**src/rtl/alu_arbiter_if.sv**
```systemverilog
// alu_arbiter_if -- bundle of the arbiter's requester, response, ALU and
// status signals. Signal names match the original flat port list.
//   REQn_VALID/READY/A/B/INST : command handshake from requester n (n=0,1)
//   RSPn_VALID/READY/Z/FLAGS  : result handshake back to requester n
//   ALU_A/B/INST, ALU_Z/FLAGS : link to the shared ALU
//   BUSY                      : arbiter not idle
// Modports: slave = arbiter side, master = requesters + ALU side.
interface alu_arbiter_if #(
  parameter int WIDTH = 32
);
  logic             REQ0_VALID;
  logic             REQ0_READY;
  logic [WIDTH-1:0] REQ0_A;
  logic [WIDTH-1:0] REQ0_B;
  logic [3:0]       REQ0_INST;
  logic             REQ1_VALID;
  logic             REQ1_READY;
  logic [WIDTH-1:0] REQ1_A;
  logic [WIDTH-1:0] REQ1_B;
  logic [3:0]       REQ1_INST;

  logic             RSP0_VALID;
  logic             RSP0_READY;
  logic [WIDTH-1:0] RSP0_Z;
  logic [3:0]       RSP0_FLAGS;
  logic             RSP1_VALID;
  logic             RSP1_READY;
  logic [WIDTH-1:0] RSP1_Z;
  logic [3:0]       RSP1_FLAGS;

  logic [WIDTH-1:0] ALU_A;
  logic [WIDTH-1:0] ALU_B;
  logic [3:0]       ALU_INST;
  logic [WIDTH-1:0] ALU_Z;
  logic [3:0]       ALU_FLAGS;

  logic             BUSY;

  modport slave (
    input  REQ0_VALID, REQ0_A, REQ0_B, REQ0_INST,
    input  REQ1_VALID, REQ1_A, REQ1_B, REQ1_INST,
    output REQ0_READY, REQ1_READY,
    input  RSP0_READY, RSP1_READY,
    output RSP0_VALID, RSP0_Z, RSP0_FLAGS,
    output RSP1_VALID, RSP1_Z, RSP1_FLAGS,
    output ALU_A, ALU_B, ALU_INST,
    input  ALU_Z, ALU_FLAGS,
    output BUSY
  );

  modport master (
    output REQ0_VALID, REQ0_A, REQ0_B, REQ0_INST,
    output REQ1_VALID, REQ1_A, REQ1_B, REQ1_INST,
    input  REQ0_READY, REQ1_READY,
    output RSP0_READY, RSP1_READY,
    input  RSP0_VALID, RSP0_Z, RSP0_FLAGS,
    input  RSP1_VALID, RSP1_Z, RSP1_FLAGS,
    input  ALU_A, ALU_B, ALU_INST,
    output ALU_Z, ALU_FLAGS,
    input  BUSY
  );
endinterface

```
**src/rtl/alu_arbiter.sv**
```systemverilog
// alu_arbiter -- shares one ALU between two requesters.
// A command accepted in IDLE is registered onto ALU_A/B/INST, held through
// EXEC (the ALU latches at the end of EXEC), the ALU result is captured in
// CAPT into the granted port's RSP_Z/FLAGS, and RESP holds RSP_VALID until
// the requester takes it. Accept at cycle t gives RSP_VALID at t+3.
// Ports:
//   CLOCK   : single clock, rising edge
//   RESET_N : synchronous active-low reset
//   bus     : alu_arbiter_if.slave (requesters, responses, ALU link, BUSY)
// Build option:
//   ALU_ARB_ROUND_ROBIN_EN defined   -> round-robin when both requesters are
//                                       valid (first grant after reset: 0)
//   ALU_ARB_ROUND_ROBIN_EN undefined -> fixed priority, port 0 wins
module alu_arbiter #(
  parameter int WIDTH = 32
) (
  input  logic         CLOCK,
  input  logic         RESET_N,
  alu_arbiter_if.slave bus
);

  typedef enum logic [1:0] {
    IDLE = 2'd0,
    EXEC = 2'd1,
    CAPT = 2'd2,
    RESP = 2'd3
  } state_t;

  state_t           state_q, state_d;
  logic             gnt_q, gnt_d;
  logic             busy_q, busy_d;
  logic [WIDTH-1:0] alu_a_q, alu_a_d;
  logic [WIDTH-1:0] alu_b_q, alu_b_d;
  logic [3:0]       alu_inst_q, alu_inst_d;
  logic             rsp0_valid_q, rsp0_valid_d;
  logic             rsp1_valid_q, rsp1_valid_d;
  logic [WIDTH-1:0] rsp0_z_q, rsp0_z_d;
  logic [WIDTH-1:0] rsp1_z_q, rsp1_z_d;
  logic [3:0]       rsp0_flags_q, rsp0_flags_d;
  logic [3:0]       rsp1_flags_q, rsp1_flags_d;

  logic sel;
  logic ready0;
  logic ready1;
  logic accept;
  logic rsp_taken;

  // Requester selection. sel=1 picks port 1. A lone valid requester always
  // wins; only a tie consults the previous grant (round-robin build).
  always_comb begin
    sel = 1'b0;
`ifdef ALU_ARB_ROUND_ROBIN_EN
    if (bus.REQ0_VALID && bus.REQ1_VALID) begin
      sel = ~gnt_q;
    end else begin
      sel = ~bus.REQ0_VALID;
    end
`else
    sel = ~bus.REQ0_VALID;
`endif
  end

  always_comb begin
    ready0 = (state_q == IDLE) && bus.REQ0_VALID && !sel;
    ready1 = (state_q == IDLE) && bus.REQ1_VALID && sel;
    accept = ready0 || ready1;
  end

  assign rsp_taken = gnt_q ? bus.RSP1_READY : bus.RSP0_READY;

  always_comb begin
    state_d      = state_q;
    gnt_d        = gnt_q;
    busy_d       = busy_q;
    alu_a_d      = alu_a_q;
    alu_b_d      = alu_b_q;
    alu_inst_d   = alu_inst_q;
    rsp0_valid_d = rsp0_valid_q;
    rsp1_valid_d = rsp1_valid_q;
    rsp0_z_d     = rsp0_z_q;
    rsp1_z_d     = rsp1_z_q;
    rsp0_flags_d = rsp0_flags_q;
    rsp1_flags_d = rsp1_flags_q;

    unique case (state_q)
      IDLE: begin
        if (accept) begin
          gnt_d      = sel;
          alu_a_d    = sel ? bus.REQ1_A    : bus.REQ0_A;
          alu_b_d    = sel ? bus.REQ1_B    : bus.REQ0_B;
          alu_inst_d = sel ? bus.REQ1_INST : bus.REQ0_INST;
          busy_d     = 1'b1;
          state_d    = EXEC;
        end
      end
      EXEC: begin
        state_d = CAPT;
      end
      CAPT: begin
        // Only the granted port's result registers change; the other port
        // keeps whatever it last returned.
        if (gnt_q) begin
          rsp1_z_d     = bus.ALU_Z;
          rsp1_flags_d = bus.ALU_FLAGS;
          rsp1_valid_d = 1'b1;
        end else begin
          rsp0_z_d     = bus.ALU_Z;
          rsp0_flags_d = bus.ALU_FLAGS;
          rsp0_valid_d = 1'b1;
        end
        state_d = RESP;
      end
      RESP: begin
        if (rsp_taken) begin
          rsp0_valid_d = 1'b0;
          rsp1_valid_d = 1'b0;
          busy_d       = 1'b0;
          state_d      = IDLE;
        end
      end
      default: begin
        state_d = IDLE;
      end
    endcase
  end

  always_ff @(posedge CLOCK) begin
    if (!RESET_N) begin
      state_q      <= IDLE;
      gnt_q        <= 1'b1;
      busy_q       <= 1'b0;
      alu_a_q      <= '0;
      alu_b_q      <= '0;
      alu_inst_q   <= '0;
      rsp0_valid_q <= 1'b0;
      rsp1_valid_q <= 1'b0;
      rsp0_z_q     <= '0;
      rsp1_z_q     <= '0;
      rsp0_flags_q <= '0;
      rsp1_flags_q <= '0;
    end else begin
      state_q      <= state_d;
      gnt_q        <= gnt_d;
      busy_q       <= busy_d;
      alu_a_q      <= alu_a_d;
      alu_b_q      <= alu_b_d;
      alu_inst_q   <= alu_inst_d;
      rsp0_valid_q <= rsp0_valid_d;
      rsp1_valid_q <= rsp1_valid_d;
      rsp0_z_q     <= rsp0_z_d;
      rsp1_z_q     <= rsp1_z_d;
      rsp0_flags_q <= rsp0_flags_d;
      rsp1_flags_q <= rsp1_flags_d;
    end
  end

  assign bus.REQ0_READY = ready0;
  assign bus.REQ1_READY = ready1;
  assign bus.RSP0_VALID = rsp0_valid_q;
  assign bus.RSP1_VALID = rsp1_valid_q;
  assign bus.RSP0_Z     = rsp0_z_q;
  assign bus.RSP1_Z     = rsp1_z_q;
  assign bus.RSP0_FLAGS = rsp0_flags_q;
  assign bus.RSP1_FLAGS = rsp1_flags_q;
  assign bus.ALU_A      = alu_a_q;
  assign bus.ALU_B      = alu_b_q;
  assign bus.ALU_INST   = alu_inst_q;
  assign bus.BUSY       = busy_q;

endmodule

```
**src/flat_wrapper.sv**
```systemverilog
// flat-port wrapper written by rule: the top's interface ports become plain ports
module alu_arbiter_flat 
#(
  parameter int WIDTH = 32
)
  (CLOCK, RESET_N, bus_REQ0_VALID, bus_REQ0_A, bus_REQ0_B, bus_REQ0_INST, bus_REQ1_VALID, bus_REQ1_A, bus_REQ1_B, bus_REQ1_INST, bus_REQ0_READY, bus_REQ1_READY, bus_RSP0_READY, bus_RSP1_READY, bus_RSP0_VALID, bus_RSP0_Z, bus_RSP0_FLAGS, bus_RSP1_VALID, bus_RSP1_Z, bus_RSP1_FLAGS, bus_ALU_A, bus_ALU_B, bus_ALU_INST, bus_ALU_Z, bus_ALU_FLAGS, bus_BUSY);
  alu_arbiter_if #(.WIDTH(WIDTH)) bus_i ();
  input  logic CLOCK;
  input  logic RESET_N;
  input wire logic [$bits(bus_i.REQ0_VALID)-1:0] bus_REQ0_VALID;
  input wire logic [$bits(bus_i.REQ0_A)-1:0] bus_REQ0_A;
  input wire logic [$bits(bus_i.REQ0_B)-1:0] bus_REQ0_B;
  input wire logic [$bits(bus_i.REQ0_INST)-1:0] bus_REQ0_INST;
  input wire logic [$bits(bus_i.REQ1_VALID)-1:0] bus_REQ1_VALID;
  input wire logic [$bits(bus_i.REQ1_A)-1:0] bus_REQ1_A;
  input wire logic [$bits(bus_i.REQ1_B)-1:0] bus_REQ1_B;
  input wire logic [$bits(bus_i.REQ1_INST)-1:0] bus_REQ1_INST;
  output wire logic [$bits(bus_i.REQ0_READY)-1:0] bus_REQ0_READY;
  output wire logic [$bits(bus_i.REQ1_READY)-1:0] bus_REQ1_READY;
  input wire logic [$bits(bus_i.RSP0_READY)-1:0] bus_RSP0_READY;
  input wire logic [$bits(bus_i.RSP1_READY)-1:0] bus_RSP1_READY;
  output wire logic [$bits(bus_i.RSP0_VALID)-1:0] bus_RSP0_VALID;
  output wire logic [$bits(bus_i.RSP0_Z)-1:0] bus_RSP0_Z;
  output wire logic [$bits(bus_i.RSP0_FLAGS)-1:0] bus_RSP0_FLAGS;
  output wire logic [$bits(bus_i.RSP1_VALID)-1:0] bus_RSP1_VALID;
  output wire logic [$bits(bus_i.RSP1_Z)-1:0] bus_RSP1_Z;
  output wire logic [$bits(bus_i.RSP1_FLAGS)-1:0] bus_RSP1_FLAGS;
  output wire logic [$bits(bus_i.ALU_A)-1:0] bus_ALU_A;
  output wire logic [$bits(bus_i.ALU_B)-1:0] bus_ALU_B;
  output wire logic [$bits(bus_i.ALU_INST)-1:0] bus_ALU_INST;
  input wire logic [$bits(bus_i.ALU_Z)-1:0] bus_ALU_Z;
  input wire logic [$bits(bus_i.ALU_FLAGS)-1:0] bus_ALU_FLAGS;
  output wire logic [$bits(bus_i.BUSY)-1:0] bus_BUSY;
  assign bus_i.REQ0_VALID = bus_REQ0_VALID;
  assign bus_i.REQ0_A = bus_REQ0_A;
  assign bus_i.REQ0_B = bus_REQ0_B;
  assign bus_i.REQ0_INST = bus_REQ0_INST;
  assign bus_i.REQ1_VALID = bus_REQ1_VALID;
  assign bus_i.REQ1_A = bus_REQ1_A;
  assign bus_i.REQ1_B = bus_REQ1_B;
  assign bus_i.REQ1_INST = bus_REQ1_INST;
  assign bus_REQ0_READY = bus_i.REQ0_READY;
  assign bus_REQ1_READY = bus_i.REQ1_READY;
  assign bus_i.RSP0_READY = bus_RSP0_READY;
  assign bus_i.RSP1_READY = bus_RSP1_READY;
  assign bus_RSP0_VALID = bus_i.RSP0_VALID;
  assign bus_RSP0_Z = bus_i.RSP0_Z;
  assign bus_RSP0_FLAGS = bus_i.RSP0_FLAGS;
  assign bus_RSP1_VALID = bus_i.RSP1_VALID;
  assign bus_RSP1_Z = bus_i.RSP1_Z;
  assign bus_RSP1_FLAGS = bus_i.RSP1_FLAGS;
  assign bus_ALU_A = bus_i.ALU_A;
  assign bus_ALU_B = bus_i.ALU_B;
  assign bus_ALU_INST = bus_i.ALU_INST;
  assign bus_i.ALU_Z = bus_ALU_Z;
  assign bus_i.ALU_FLAGS = bus_ALU_FLAGS;
  assign bus_BUSY = bus_i.BUSY;
  alu_arbiter #(.WIDTH(WIDTH)) u_core (.CLOCK(CLOCK), .RESET_N(RESET_N), .bus(bus_i));
endmodule
```
**config.mk**
```make
export PLATFORM = sky130hd
export DESIGN_NAME = alu_arbiter_flat
export DESIGN_NICKNAME = d
export VERILOG_FILES = /design/src/rtl/alu_arbiter_if.sv /design/src/rtl/alu_arbiter.sv /design/src/flat_wrapper.sv
export SDC_FILE = /design/constraint.sdc
export NUM_CORES = 1
export LEC_CHECK = 0
export ABC_AREA = 1
export BUFFER_PORTS_ARGS = -buffer_cell sky130_fd_sc_hd__buf_2
export CORE_MARGIN = 5
export CORE_UTILIZATION = 45
export CTS_CLUSTER_DIAMETER = 120
export DETAILED_ROUTE_END_ITERATION = 6
export HOLD_SLACK_MARGIN = 0.03
export PLACE_DENSITY_LB_ADDON = 0.3
export SYNTH_ARGS = -nofsm -noshare
export SYNTH_HDL_FRONTEND = slang
export SYNTH_SLANG_ARGS = --single-unit
```
**constraint.sdc**
```tcl
create_clock -name CLOCK -period 1.9 [get_ports CLOCK]
set_input_delay 0.38 -clock CLOCK [delete_from_list [all_inputs] [get_ports CLOCK]]
set_output_delay 0.38 -clock CLOCK [all_outputs]
set_load 0.02 [all_outputs]
```
# Word-level counts from Yosys, hierarchy flattened
# Index checks and enable logic that the tools add are counted.
[classes]
n_eq_ne = 7
mux = 14
n_reduce_logical = 15
bitwise = 2
[ops]
columns = ["cell", "count"]
rows = [
  ["32-bit two-way mux", 2],
  ["3-bit AND reduction", 3],
  ["2-bit case mux with 4 select lines", 1],
  ["2-bit AND reduction", 4],
  ["2-bit by 1-bit inequality test with 1-bit output (second input constant)", 3],
  ["1-bit case mux with 2 select lines", 3],
  ["1-bit two-way mux", 5],
  ["2-bit == test (second input constant)", 2],
  ["1-bit logical AND", 4],
  ["2-bit two-way mux", 2],
  ["4-bit two-way mux", 1],
  ["2-bit nonzero test", 2],
  ["2-bit by 1-bit == test with 1-bit output (second input constant)", 1],
  ["2-bit logical NOT", 1],
  ["2-bit inequality test (second input constant)", 1],
  ["1-bit NOT", 2],
  ["1-bit logical OR", 1],
]
[totals]
input_bits = 178
output_inout_bits = 145
register_bits = 146
elab_cells = 50

# Depth between registers and ports, before layout
# Gate-level depths: netlist (run 1).
[depth]
depth_word = 6
depth_mapped = 9
depth_no_buf = 8

# Worst setup path after synthesis (run 1)
# Ideal clock, no wire load.
[synth_path]
path_type = "flip-flop to flip-flop"
from = "reg u_core.state_q[0]"
to = "reg u_core.alu_b_q[15] (netlist: u_core.bus.ALU_B[15])"
n_path_buf = 2
setup_ns = 0.116
period_less_slack_ns = 1.419
path_slack_ns = 0.481
t_required_ns = 1.784
t_arrival_ns = 1.303
path_stages_with_launch = 9
path_cell_list = "dfxtp_1 inv_1 ha_1 nand2_1 nand2_2 buf_4 buf_4 o21ai_0 nor2_1"
[synth_via]
elab_chain_cells = 5
elab_cells_between_ends = 7
classes_between = "reduce/logical (7)"
[synth_lines]
columns = ["element", "line_no", "source"]
rows = [
  ["start: declaration", "alu_arbiter.sv:29", "state_t state_q, state_d;"],
  ["start signal: assignment", "alu_arbiter.sv:142", "state_q <= state_d;"],
  ["2-bit logical NOT *", "alu_arbiter.sv:64, alu_arbiter.sv:65, alu_arbiter.sv:85", ""],
  ["1-bit logical AND (on tied branches) (2 in a row)", "alu_arbiter.sv:64, alu_arbiter.sv:65", ""],
  ["1-bit logical OR", "alu_arbiter.sv:66", "accept = ready0 || ready1;"],
  ["2-bit AND reduction (no source line) *", "--", ""],
  ["end signal: assignment", "alu_arbiter.sv:146", "alu_b_q <= alu_b_d;"],
  ["end: declaration", "alu_arbiter.sv:33", "logic [WIDTH-1:0] alu_b_q, alu_b_d;"],
]
# Every way passes the cells marked *; elsewhere a longest branch is shown, timed or not.
# A chain may end at the register's enable or synchronous reset.

# Worst setup path in the final report (run 1)
[layout_path]
from = "reg u_core.state_q[0]"
to = "out bus_REQ1_READY"
[layout_via]
elab_chain_cells = 3
[layout_lines]
columns = ["element", "line_no", "source"]
rows = [
  ["2-bit logical NOT", "alu_arbiter.sv:65", "ready1 = (state_q == IDLE) && bus.REQ1_VALID && sel;"],
  ["1-bit logical AND (2 in a row)", "alu_arbiter.sv:65", ""],
  ["end: declaration", "flat_wrapper.sv:19", "output wire logic [$bits(bus_i.REQ1_READY)-1:0] bus_REQ1_READY;"],
]
# No other way between the ends.

==> metrics.txt, run 1 <==
initial antenna violation count=1; num rows=between 40 and 50; Die X=between 100 and 150 um; post-synthesis xor/xnor area fraction=0%; mux contribution to synthesized area=0%; CTS Hold Bufs=0; area grow syn2layout=38.7%; layout cell share with drive strength beyond 1=a little under a third; CP max FO=4; Combinational Power Share=a little under two fifths; R2R cell count=7; CTS clk-pin slew, worst paths=about 0.060 ns; Max-cap violations=0; clock root buffer=clkbuf_16; Worst Hold Depth=3; Seq pwr share=roughly 37%; largest net degree at the start of global routing=between 40 and 50; clock sink count=146; Util after Layout=63.0%; cts bufs inserted=17; Worst setup EP type=output pin; Leakage=approximately 4.5 nW; most frequent cells in the layout=buf_2 (320), nor2_1 (289), nand2_1 (215), dfxtp_1 (146), o21ai_0 (136); core area=13100 sq um; gr usage total=a little under a quarter; Post-CTS Setup Repair Bufs=0; total grt overflow=0; Mapped Area=around 6000 sq um; syn avg cell area=roughly 6.8 sq um; DR vias/cell=around 4.8; largest area contributor in the netlist=dfxtp_1; vias in the first global route=about 6000; RSZ-0062 raised after global routing=false; Seq/Total Area, Yosys=around half; sw frac=39.7%; maximum VDD drop=between 0.6 and 0.7 mV; worst hold start=bus_ALU_Z[30]; worst hold endpoint=u_core.bus.RSP0_Z[30]; Iter 0 DRT Violations=411; setup slack, reg-to-reg=between 0.3 and 0.4 ns; Synthesis Warnings=0; f_max=about 570 MHz; post-synth cell types=15; Post-Synth Adder-Cell Area=less than 1%; Total Die Area=about 16000 sq um; DRT Pass-1 Iters=5; cell count after synthesis=just under 900; IO Count=between 300 and 400; Antenna Cells=0; main combinational cell family by area after synthesis=simple AND/OR/NAND/NOR gates; Worst Tran Pin Value=0.411 ns; final WL=about 19000 um; first-pass GRT wire length=between 20000 and 30000 um; Residual DRC=0; fin nets=between 1000 and 1500; fin crit share=93.1%; status=complete, no violations; clock latency on the worst-skew pair=approximately 0.42 ns; Clock power frac=roughly a quarter; Port-buffer cells=around 320; Final min period=approximately 1.8 ns; Synth Register Bits=around 150; crit path DAT=1.39 ns; Area contributors post-synth=dfxtp_1 (49%), nor2_1 (18%), nand2_1 (14%); starting density of the core=a little under half; Hold WC Path Type=in2reg; CTS tree=built; Power per Cell Area=1470 nW/um^2; Internal=roughly 7.3 mW; DIE HEIGHT=roughly 130 um; reg-to-reg startpoint=u_core.state_q[0]; Slew Viols, Final=0; Post-Synth Simple-Gate Area=between 30% and 40%; Routed Antenna Nets=0; CP Data Required Time=between 1.5 and 2 ns; most common cell after layout, fill and taps aside=buf_2; Routed wire per std cell=roughly 14 um; H-tree depth=4; Syn Nets=about 1100; Fin Clk Skew=~0.007 ns; CTS Buffer Depth=2; area fraction of the dominant cell type after synthesis=49.0%; Final Hold Vio Count=0; routed vias=6511; Compound-Gate Fraction of Synth Area=about 12%; Slew Limit Headroom=between 70 and 80%; setup_tns=0 ns; gpl congestion=around 0.88; RR Endpoint=u_core.bus.ALU_B[21]; startpoint types=flop; post-cts sizing count=0; estimated wirelength of the detail-placed design=about 14000 um; P_sw=just under 5 mW; critical path type=reg2out; final setup vio count=0
-- through the flow --
stage / total power, mW / setup slack (ns) / hold WS, ns / instances / area (sq um)
after floorplan: 7.41 / 0.481 / 0.465 / 878 / 5970
after global placement: 9.03 / 0.375 / 0.453 / 1334 / 7710
after detailed placement: 9.09 / 0.330 / 0.452 / 1334 / 7710
after CTS: 12.2 / 0.00146 / 0.188 / 1366 / 8260
after global routing: 12.9 / 0.0246 / 0.215 / 1366 / 8270
final: 12.1 / 0.131 / 0.203 / 1366 / 8270
-- flip-flops by register name, indices dropped and copies added, names as in the netlist --
| name | cells |
|---|---|
| u_core.state_q | 2 |
| u_core.bus.ALU_B | 32 |
| u_core.bus.RSP1_VALID | 1 |
| u_core.bus.RSP0_FLAGS | 4 |
| u_core.bus.RSP1_Z | 32 |
| u_core.gnt_q | 1 |
| u_core.bus.ALU_INST | 4 |
| u_core.bus.RSP0_VALID | 1 |
| u_core.bus.ALU_A | 32 |
| u_core.bus.RSP0_Z | 32 |
| u_core.bus.RSP1_FLAGS | 4 |
| u_core.bus.BUSY | 1 |
-- cell families (layout without fill, tap and decap cells) --
| kind of cell | after synthesis | after routing |
|---|---|---|
| fa+ha+maj | 3 | 3 |
| simple gates | 515 | 515 |
| flops | 146 | 146 |
| buf+inv | 68 | 380 |
| compound gates | 146 | 146 |
-- critical path: stages, from the launching register on --
cell and delay (ns):
dfxtp_1 0.32, inv_1 0.08, ha_2 0.22, nand2_2 0.08, nor2_2 0.11, buf_4 0.16
-- layout make-up --
class	instances	area (sq um)
fill	1273	4860
sequential	146	2920
multi-input combinational	664	2720
timing repair buffer	338	1810
clock buffer	20	447
tap	176	220
clock inverter	12	111
inverter	10	37.5
-- layer usage --
layer	global-route usage (%)	vias to the layer above	wire [um]
met5	0	-	7
met4	8.99	2	513
met3	7.63	42	1460
met2	39.9	237	9160
met1	26.7	2875	7690
li1	-	3355	-
-- cell usage after synthesis --
cell      number
clkbuf_1      28
buf_2         18
o21ai_1        4
nand2_2        2
buf_6          2
buf_4         10
o21ai_0      136
nand2_1      216
a21oi_1        6
inv_2          5
nor2_1       291
ha_1           3
inv_1          5
nand3_1        6
dfxtp_1      146
-- power by group through the flow --
stage               logic [mW]  clock network [mW]  registers, mW
finish                    4.56                3.11           4.47
CTS                       4.59                3.15           4.47
global route              5.01                3.31           4.60
floorplan                 1.78                   0           5.64
global placement          4.52                   0           4.51
detailed placement        4.59                   0           4.50
-- worst max-delay path by stage --
stage	startpoint	endpoint	slack, ns	cells past startpoint
5_1_grt	u_core.state_q[0]	bus_REQ1_READY	0.02	5
4_1_cts	u_core.state_q[0]	bus_REQ1_READY	0.001	5
2_1_floorplan	u_core.state_q[0]	u_core.bus.ALU_B[15]	0.48	8
3_5_place_dp	bus_REQ0_VALID	u_core.bus.ALU_B[21]	0.33	6
3_3_place_gp	bus_REQ0_VALID	u_core.bus.ALU_B[26]	0.37	6
6_report	u_core.state_q[0]	bus_REQ1_READY	0.13	5
(Power assumes the default switching activity.)
==> run 2: changes to the inputs <==
--- a/config.mk
+++ b/config.mk
@@ -7,10 +7,11 @@
 export LEC_CHECK = 0
 export ABC_AREA = 1
 export BUFFER_PORTS_ARGS = -buffer_cell sky130_fd_sc_hd__buf_2
-export CORE_MARGIN = 5
-export CORE_UTILIZATION = 45
+export CORE_AREA = 5 5 124 126
+export CTS_BUF_LIST = sky130_fd_sc_hd__clkbuf_8
 export CTS_CLUSTER_DIAMETER = 120
 export DETAILED_ROUTE_END_ITERATION = 6
+export DIE_AREA = 0 0 129 131
 export HOLD_SLACK_MARGIN = 0.03
 export PLACE_DENSITY_LB_ADDON = 0.3
 export SYNTH_ARGS = -nofsm -noshare
==> run 2 against run 1 <==
  * Utilization down 5.9 points
  * Hold slack lost 0.033 ns
  * Count of clock-buffer cells in the layout down 2
  * Critical path depth unchanged
  * Clock power down 19%
  * Sequential cell count unchanged
  * Cell count increased by 0.29%
  * Combinational power barely moved
  * Critical path type unchanged
  * Critical endpoint unchanged
  * Highest routed layer is now met4
==> metrics.txt, run 2 (synthesized netlist as in run 1, its figures left out) <==
RSZ-0062 raised after global routing=false; gr busiest metal=met2; DIE HEIGHT=around 130 um; vias in the first global route=around 6000; CTS Hold Bufs=0; Non-Filler Instances=approximately 1400; worst hold endpoint=u_core.bus.RSP0_Z[6]; Antenna Cells=0; Crit path depth=5; CP startpoint=u_core.state_q[1]; Hold WC Path Type=in2reg; Worst setup EP type=output pin; gpl congestion=between 0.8 and 0.9; CP top delay family=flip-flops; routed vias=6438; GR Layer Usage met1=between 20% and 30%; reg-to-reg startpoint=u_core.state_q[1]; Util after Layout=57.0%; setup_tns=0 ns; RR Endpoint=u_core.bus.ALU_B[22]; H-tree depth=4; CP max FO=4; met2 usage=a little over a third; placed instance count=~1300; clock sink count=about 150; slowest CP cell=dfxtp_1; DR vias/cell=about 4.7; total grt overflow=0; final WL=about 19000 um; Fillers=~1400; Die X=roughly 130 um; cts bufs inserted=17; Worst Hold Depth=3; num rows=44; startpoint types=flop; clock root buffer=clkbuf_8; Leakage=around 4.4 nW; clock latency on the worst-skew pair=between 0.4 and 0.5 ns; CTS clk-pin slew, worst paths=about 0.090 ns; gr usage total=21.5%; met3 usage=approximately 7.0%; R2R cell count=7; critical path type=reg2out; Final min period=~1.8 ns; largest net degree at the start of global routing=~150; Iter 0 DRT Violations=between 400 and 500; WP buf/inv=2; layout cell share with drive strength beyond 1=31.9%; Max-cap violations=0; Slew Limit Headroom=about 60%; initial antenna violation count=0; maximum VDD drop=roughly 0.63 mV; Total Die Area=16900 sq um; Final Hold Vio Count=0; Power per Cell Area=roughly 1400 nW/um^2; worst hold start=bus_ALU_Z[6]; Slew Viols, Final=0; area grow syn2layout=35.8%; Residual DRC=0; CP Data Required Time=1.52 ns; fin nets=1354; Routed wire per std cell=around 14 um; DRT Pass-1 Iters=5; CTS Buffer Depth=2; estimated wirelength of the detail-placed design=between 10000 and 15000 um; final setup vio count=0; PnR worst setup slack=approximately 0.092 ns; Worst Hold Slack=between 0.15 and 0.2 ns; status=complete, no violations; Fin Clk Skew=between 0.01 and 0.015 ns; post-place setup slack=roughly 0.16 ns; Routed Antenna Nets=0; starting density of the core=a little over two fifths; f_max=~550 MHz; most frequent cells in the layout=buf_2 (320), nor2_1 (289), nand2_1 (215), dfxtp_1 (146), o21ai_0 (136); crit path DAT=about 1.4 ns; first-pass GRT wire length=approximately 29000 um; CP max stage delay=about 0.35 ns; IO Count=~320; fin crit share=95.1%; worst path cell trace=inv_1 > ha_4 > nand2_2 > nor2_4 > buf_6; core area=14200 sq um; Port-buffer cells=322; CTS tree=built; most common cell after layout, fill and taps aside=buf_2; Worst Tran Pin Value=between 0.5 and 0.6 ns; setup slack, reg-to-reg=~0.22 ns
## run 2: cell count changes in the layout (fill, tap and decap cells not counted), moves of 3 or more
| cell | change |
|---|---|
| clkbuf_8 | +17 |
| clkbuf_16 | -17 |
| inv_6 | +7 |
| buf_4 | -3 |
| clkinvlp_4 | -3 |
## run 2: metrics by stage
step	area, sq um	total power, mW
floorplan	5970	7.41
global placement	7660	9.02
detailed placement	7660	9.08
CTS	8100	11.7
global route	8100	12.3
finish	8100	11.5
## run 2: layout make-up
class | count | area, sq um | share of cell area, %
inverter | 10 | 37.5 | 0.463
clock buffer | 18 | 248 | 3.06
clock inverter | 14 | 164 | 2.02
sequential | 146 | 2920 | 36.1
tap | 184 | 230 | 2.84
multi-input combinational | 664 | 2740 | 33.8
timing repair buffer | 334 | 1760 | 21.7
## run 2: report_power, final
group | switching [mW] | internal, mW | total, mW
Clock | 1.27 | 1.24 | 2.51
Sequential | 0.457 | 4.00 | 4.46
Combinational | 3.09 | 1.47 | 4.56
## run 2: what timing repair did
item                       CTS  global route
buffers inserted             0             0
gates resized for setup      6             2
setup endpoints to repair    1             1
## run 2: how the worst max path moves through the flow
stage | end | slack [ns]
global placement | u_core.bus.ALU_B[3] | 0.20
finish | bus_REQ1_READY | 0.09
detailed placement | u_core.bus.ALU_A[1] | 0.16
floorplan | u_core.bus.ALU_B[15] | 0.48
global route | bus_REQ1_READY | 0.007
CTS | bus_REQ1_READY | 0.004
## run 2: worst register-to-register path, delay by kind of cell, from the launching register on
kind	cells	cell delay [ns]
buf+inv	2	0.58
simple gates	3	0.32
compound gates	1	0.21
fa+ha+maj	1	0.16
flops	1	0.35
## run 2: layer usage
metal / part of all wire, % / vias up
li1: - / 3336
met1: 40 / 2802
met2: 48 / 262
met3: 9.3 / 38
met4: 2.7 / 0
met5: 0 / -
